==> config.mk <==
export PLATFORM = sky130hd
export DESIGN_NAME = aes_cbc_stream_source
export DESIGN_NICKNAME = d
export VERILOG_FILES = /design/src/rtl/aes_cbc_stream_source.sv
export SDC_FILE = /design/constraint.sdc
export NUM_CORES = 1
export LEC_CHECK = 0
export ABC_AREA = 1
export BUFFER_PORTS_ARGS = -buffer_cell sky130_fd_sc_hd__buf_2
export CAP_MARGIN = 10
export CORE_ASPECT_RATIO = 0.5
export CORE_UTILIZATION = 30
export CTS_CLUSTER_DIAMETER = 60
export DETAILED_ROUTE_END_ITERATION = 10
export GPL_ROUTABILITY_DRIVEN = 1
export PLACE_DENSITY = 0.48
export SYNTH_ARGS = -nofsm -noshare
export SYNTH_HDL_FRONTEND = slang
export SYNTH_SLANG_ARGS = --single-unit
==> constraint.sdc <==
create_clock -name Clk -period 5.9 [get_ports Clk]
set_input_delay 0 -clock Clk [delete_from_list [all_inputs] [get_ports Clk]]
set_output_delay 0 -clock Clk [all_outputs]
set_load 0.005 [all_outputs]
==> src/rtl/aes_cbc_stream_source.sv <==
// Serialises an AES-256 CBC message (key, IV, then payload blocks) onto an
// AXI-Stream master feeding the cipher core, one M_AXIS_WIDTH beat at a time.
module aes_cbc_stream_source #(
  parameter int M_AXIS_WIDTH = 64
) (
  input  logic                      Clk,
  input  logic                      Rst_n,
  input  logic                      Cmd_valid,
  output logic                      Cmd_ready,
  input  logic [255:0]              Cmd_key,
  input  logic [127:0]              Cmd_iv,
  input  logic                      Cmd_encrypt,
  input  logic                      S_blk_tvalid,
  output logic                      S_blk_tready,
  input  logic [127:0]              S_blk_tdata,
  input  logic                      S_blk_tlast,
  output logic                      M_axis_tvalid,
  input  logic                      M_axis_tready,
  output logic [M_AXIS_WIDTH-1:0]   M_axis_tdata,
  output logic [M_AXIS_WIDTH/8-1:0] M_axis_tkeep,
  output logic                      M_axis_tlast,
  output logic                      M_axis_tuser,
  output logic                      Busy,
  output logic [15:0]               Block_cnt,
  output logic [3:0]                fsm_state
);

  localparam int W         = M_AXIS_WIDTH;
  localparam int KEY_WORDS = 256 / W;
  localparam int BLK_WORDS = 128 / W;

  typedef enum logic [3:0] {
    ST_IDLE = 4'b0001,
    ST_KEY  = 4'b0010,
    ST_IV   = 4'b0100,
    ST_TEXT = 4'b1000
  } state_t;

  state_t         state, state_next;
  logic [2:0]     cnt;
  logic [255:0]   key_reg;
  logic [127:0]   iv_reg;
  logic [127:0]   blk_reg;
  logic           enc_reg;
  logic           blk_valid;
  logic           blk_last;

  logic           hs;
  logic           key_end;
  logic           word128_end;
  logic           text_done;
  logic           cmd_acc;
  logic           blk_acc;
  logic [7:0]     key_ofs;
  logic [6:0]     w128_ofs;

  // Every stream here uses valid/ready: a transfer happens on a rising edge
  // where both are high; a source never withdraws valid or changes its payload
  // while waiting for ready.
  assign key_ofs     = 8'(cnt) * 8'(W);
  assign w128_ofs    = 7'(cnt) * 7'(W);
  assign key_end     = (cnt == 3'(KEY_WORDS - 1));
  assign word128_end = (cnt == 3'(BLK_WORDS - 1));

  assign Busy         = (state != ST_IDLE);
  assign fsm_state    = state;
  assign Cmd_ready    = (state == ST_IDLE) & Rst_n;
  assign cmd_acc      = Cmd_valid & Cmd_ready;
  assign hs           = M_axis_tvalid & M_axis_tready;
  assign text_done    = (state == ST_TEXT) & hs & word128_end;
  // A buffered final block blocks all further input until the message ends.
  assign S_blk_tready = Busy & ~(blk_valid & blk_last) & (~blk_valid | text_done);
  assign blk_acc      = S_blk_tvalid & S_blk_tready;

  always_comb begin
    M_axis_tvalid = 1'b0;
    M_axis_tdata  = '0;
    M_axis_tlast  = 1'b0;
    unique case (state)
      ST_KEY: begin
        M_axis_tvalid = 1'b1;
        M_axis_tdata  = key_reg[key_ofs +: W];
      end
      ST_IV: begin
        M_axis_tvalid = 1'b1;
        M_axis_tdata  = iv_reg[w128_ofs +: W];
      end
      ST_TEXT: begin
        M_axis_tvalid = blk_valid;
        M_axis_tdata  = blk_reg[w128_ofs +: W];
        M_axis_tlast  = blk_valid & blk_last & word128_end;
      end
      default: ;
    endcase
  end

  assign M_axis_tkeep = Busy ? '1 : '0;
  assign M_axis_tuser = Busy & enc_reg;

  always_comb begin
    state_next = state;
    unique case (state)
      ST_IDLE: if (cmd_acc)                state_next = ST_KEY;
      ST_KEY:  if (hs && key_end)          state_next = ST_IV;
      ST_IV:   if (hs && word128_end)      state_next = ST_TEXT;
      ST_TEXT: if (text_done && blk_last)  state_next = ST_IDLE;
      default:                             state_next = ST_IDLE;
    endcase
  end

  always_ff @(posedge Clk or negedge Rst_n) begin
    if (!Rst_n) state <= ST_IDLE;
    else        state <= state_next;
  end

  always_ff @(posedge Clk or negedge Rst_n) begin
    if (!Rst_n) begin
      cnt       <= '0;
      key_reg   <= '0;
      iv_reg    <= '0;
      enc_reg   <= 1'b0;
      Block_cnt <= '0;
    end else if (cmd_acc) begin
      cnt       <= '0;
      key_reg   <= Cmd_key;
      iv_reg    <= Cmd_iv;
      enc_reg   <= Cmd_encrypt;
      Block_cnt <= '0;
    end else if (hs) begin
      if ((state == ST_KEY && key_end) || (state != ST_KEY && word128_end))
        cnt <= '0;
      else
        cnt <= cnt + 3'd1;
      if (text_done)
        Block_cnt <= Block_cnt + 16'd1;
    end
  end

  // New block replaces the draining one on the same edge, so TEXT never bubbles.
  always_ff @(posedge Clk or negedge Rst_n) begin
    if (!Rst_n) begin
      blk_reg   <= '0;
      blk_valid <= 1'b0;
      blk_last  <= 1'b0;
    end else if (blk_acc) begin
      blk_reg   <= S_blk_tdata;
      blk_valid <= 1'b1;
      blk_last  <= S_blk_tlast;
    end else if (text_done) begin
      blk_valid <= 1'b0;
      blk_last  <= 1'b0;
    end
  end

endmodule

After elaboration in Yosys (flattened, before gate mapping)
Cells that the tools add are included.

cells by class
  add/sub/neg operators = 2
  eq/ne operators = 12
  shift-type cells = 3
  multiplexer cells = 18
  bitwise operators = 14
  reduce and logical (&&, ||, !) cells = 12

operators by type and width
  kind                                                                    number
  128-bit by 8-bit variable part select with 64-bit output                2
  256-bit by 9-bit variable part select with 64-bit output                1
  64-bit one-hot mux with 3 select lines                                  1
  16-bit two-way mux                                                      3
  16-bit by 1-bit adder with 16-bit output (second input constant)        1
  4-bit two-way mux                                                       4
  4-bit one-hot mux with 4 select lines                                   1
  1-bit bitwise AND                                                       11
  3-bit two-way mux                                                       3
  8-bit two-way mux                                                       1
  2-bit != test (second input constant)                                   3
  2-bit nonzero test                                                      3
  1-bit logical AND                                                       5
  4-bit by 1-bit equality test with 1-bit output (second input constant)  1
  4-bit by 2-bit equality test with 1-bit output (second input constant)  1
  4-bit by 3-bit equality test with 1-bit output (second input constant)  1
  4-bit equality test (second input constant)                             1
  1-bit two-way mux                                                       4
  4-bit by 1-bit != test with 1-bit output (second input constant)        1
  4-bit by 2-bit != test with 1-bit output (second input constant)        1
  4-bit AND reduction                                                     1
  3-bit by 1-bit adder with 3-bit output (second input constant)          1
  3-bit by 1-bit equality test with 1-bit output (second input constant)  1
  3-bit by 2-bit equality test with 1-bit output (second input constant)  1
  other kinds (7)                                                         8

storage, ports and cells
  flip-flop bits (word level) = 538
  output and inout port bits = 98

Longest topological paths before layout
  word-level depth = 10
  depth in mapped cells = 13

Worst setup path before layout
Ideal clock, no wire load.

  path type = flip-flop to flip-flop
  start = reg cnt[1]
  end = reg blk_reg[100]
  data arrival time = 2.091 ns
  data required time = 5.782 ns
  setup slack = 3.691 ns
  cell stages (with the launch flop) = 14
  buffers on the path = 4
  cell sequence = dfrtp_1 -> inv_1 -> clkbuf_1 -> clkbuf_1 -> ha_1 -> nand2_1 -> nor2_4 -> nand3_4 -> nand2_1 -> nand3_1 -> buf_2 -> buf_2 -> nand2_1 -> nand2_1

on the way
  word-level cells in the longest chain between the ends = 5

ends and longest elaborated chain
  item                                            line  RTL
  start, declared                                 40    logic [2:0] cnt;
  start signal, assigned                          133   cnt <= cnt + 3'd1;
  3-bit by 1-bit equality test with 1-bit output  63    assign word128_end = (cnt == 3'(BLK_WORDS - 1));
  1-bit bitwise AND                               70    assign text_done = (state == ST_TEXT) & hs & word128_end;
  1-bit OR                                        72    assign S_blk_tready = Busy & ~(blk_valid & blk_last) & (~blk_valid | text_done);
  1-bit bitwise AND                               72
  1-bit bitwise AND                               73    assign blk_acc = S_blk_tvalid & S_blk_tready;
  end signal, assigned                            146   blk_reg <= S_blk_tdata;
  end, declared                                   43    logic [127:0] blk_reg;

No other way between the ends.
A chain may end at the register's enable or synchronous reset.

Final worst setup path
  start = reg state[1] (netlist: fsm_state[1])
  end = out M_axis_tdata[41]

on the way
  word-level cells in the longest chain between the ends = 2
  elaborated cells on any way between the ends = 4
  classes of those cells = 3 x eq/ne; 1 x mux

ends and longest elaborated chain
  item                                         line  RTL
  start, declared                              39    state_t state, state_next;
  start signal, assigned                       113   else state <= state_next;
  4-bit equality test (tied with other cells)  79    unique case (state)
  64-bit one-hot mux with 3 select lines *     79
  end, declared                                19    output logic [M_AXIS_WIDTH-1:0] M_axis_tdata,

Mark *: on every way between the ends. The rest lies on a longest branch, timed or not.

==> results.toml <==
[routing]
dr.max_layer_used = "met5"
route.met2.wl_mm = 50.19
totalWireLength_mm = 110.2
ant_nets = 0
drtIter0Drc = 2413
vias = 26660
first_pass_iters = 5
met1_length_mm = 48.62
routedWlPerCell_um = 20.02
via_per_inst = 4.845
dr_wl_met3_mm = 6.200
drt_drc_violations_left = 0

[cts]
insertion_delay_ps = 630
postCtsHoldBufs = 560
numCtsBuffers = 54
cts_setup_buffers = 0
htreeDepth = 2
post_cts_resized = 0
cts_tree = "yes"
clockRootBuffer = "clkbuf_16"
path_clk_slew_ps = 70
cts_num_sinks = 538
cts_buffer_depth = 3

[sta]
skew_ps = 19.70
fmaxAchievable_ghz = 0.2451
rsz0062_at_grt = "false"
hold_viol = 0
period_minus_slack_ps = 4081
finalSetupViolCount = 0
period_share = 0.6916
setup_slack_ps = 1819
tightest_slew_ps = 1219
drv_slew = 0
relSlewSlack = 0.1872
timing.setup.tns_ps = 0

[layout]
largest_reg_flops = 256
nets = 4867
finalInstanceArea_sq_um = 36390
final_layout_size_suffix_gt1_frac = 0.1717
area_growth_pct = 43.98
fillers = 8425

[die]
dieHeight_um = 207.2
rows = 74
die_w_um = 412.5
core_sq_um = 82500
start_util = 0.3063
io_pins = 617
die_area_sq_um = 85470

[placement]
hpwl_mm = 70.88
placed_area_sq_um = 28910
dp_slack_ps = 2106
gp_congestion = 0.9128
portBuffers = 616

[hold_path]
worst_hold_path_type = "input pin to flop"

[grt]
grt_pass1_vias = 27030
track_usage = 0.2544
antenna_found_initial = 18
grt_remaining_overflow = 0
grt_max_degree = 162
grt_pass1_wl_mm = 166.3

[power]
switching_share = 0.3935
p_clk_frac = 0.235
finalPower_uw = 15580
combPwrFrac = 0.359
p_int_uw = 9450
vdd_drop_max_mv = 0.2519
seq_power_share = 0.405
p_per_area_nw_per_um2 = 428.2
p_switching_uw = 6131
p_leak_uw = 0.01896

[yosys]
synth.ff_latch_count = 538
ys_warn_count = 0
syn-num-nets = 3840
ys_types = 30
ys_async_sr_fraction = 1.000
ys_seq_area_frac = 0.5328
avgSynthCellArea_sq_um = 7.619
synth_edf_count = 0
syn_inst = 3317
synth_ff_type = "dfrtp_1"
syn_area_sq_um = 25270

[status]
outcome = "finished clean"

[setup_path]
worst-endpoint-arrival_ps = 4080
crit_required_ps = 5900
path_class = "flop to output pin"
startpoint_type = "flop"
end_kind = "output pin"
cp_max_fo = 75

[run]
drv_cap = 0
-- power by group through the flow --
stage | clock network (uW) | registers, uW | logic (uW)
finish | 3670 | 6320 | 5600
global placement | 0 | 6330 | 5170
detailed placement | 0 | 6320 | 5230
floorplan | 0 | 6020 | 3540
CTS | 3740 | 6290 | 5560
global route | 3890 | 6510 | 6290
-- logic make-up after synthesis --
kind of cell / after synthesis / synth area share
XOR/XNOR: 8 / 0.002773
adder cells (fa/ha/maj): 4 / 0.001980
AO/OA/AOI/OAI: 407 / 0.08719
buffers and inverters: 261 / 0.05243
flip-flops: 538 / 0.5328
AND/OR/NAND/NOR: 2099 / 0.3229
-- path summary, 6_finish.rpt --
check,startpoint,endpoint,slack (ps),cells after the start
worst min-delay path,S_blk_tvalid,blk_reg[67],20,3
worst max register to register,fsm_state[1],blk_reg[104],2070,9
worst min register to register,key_reg[165],key_reg[165],470,2
max in group asynchronous,Rst_n,key_reg[182],4220,4
min in group asynchronous,Rst_n,key_reg[36],70,3
worst max-delay path,fsm_state[1],M_axis_tdata[41],1820,9
-- layout make-up --
class,instances,area [sq um],area share
clock buffer,86,1653,0.04542
inverter,26,112.6,0.003095
tap,1102,1379,0.03789
sequential,538,13470,0.3702
timing repair buffer,1206,9044,0.2485
antenna,16,40.04,0.001100
multi-input combinational,2518,10520,0.2892
clock inverter,11,166.4,0.004573
-- per-stage QoR --
step | hold WS [ps] | util | cells
finish | 17.92 | 0.4411 | 5503
global route | 38.96 | 0.4411 | 5503
CTS | 0.6273 | 0.4406 | 5487
detailed placement | 32.90 | 0.3504 | 4830
global placement | 38.55 | 0.3504 | 4830
floorplan | -295.6 | - | 3317
-- worst max-delay path: stages, from the launching register on --
cell and delay (ps):
dfrtp_1 430, nor2_2 230, nand2_4 480, inv_4 860, buf_4 460, o21ai_0 130, o22ai_1 470, nand2_1 130
nand2_1 80, buf_2 110
-- cells in the final DEF (no fill, tap or decap), types with 7 or more instances in the layout --
cell / count
dfrtp_1: 535
o21ai_0: 270
nor3_1: 10
nand2_1: 1645
buf_4: 23
diode_2: 16
clkbuf_8: 16
xor2_1: 7
inv_1: 20
nor2_1: 275
o22ai_1: 128
clkbuf_1: 15
buf_2: 614
buf_12: 8
a21oi_1: 7
nand3_1: 148
clkbuf_16: 55
dlygate4sd3_1: 559
-- synth_stat cells (2+ instances only) --
cell	instances	area, sq um
buf_2	69	345.3
buf_6	15	168.9
nand3_2	3	30.03
inv_1	24	90.09
nand2_2	2	12.51
clkbuf_1	111	416.7
dfrtp_1	537	13440
ha_1	4	50.05
nand3_1	149	745.7
o22ai_1	128	800.8
inv_2	2	7.510
nand2_1	1646	6178
nor2_1	275	1032
nor2_4	2	22.52
xor2_1	7	61.31
nand4_1	5	31.28
buf_4	39	292.8
nor3_1	10	50.05
nor2_2	3	18.77
o21ai_0	270	1351
a21oi_1	7	35.03
-- metal layers --
metal / up-vias / global-route usage
met3: 242 / 0.03941
met2: 896 / 0.3944
met5: - / 0
met4: 2 / 0.1146
li1: 12610 / -
met1: 12910 / 0.3499
Note: power is estimated with default switching activity, not from simulation.
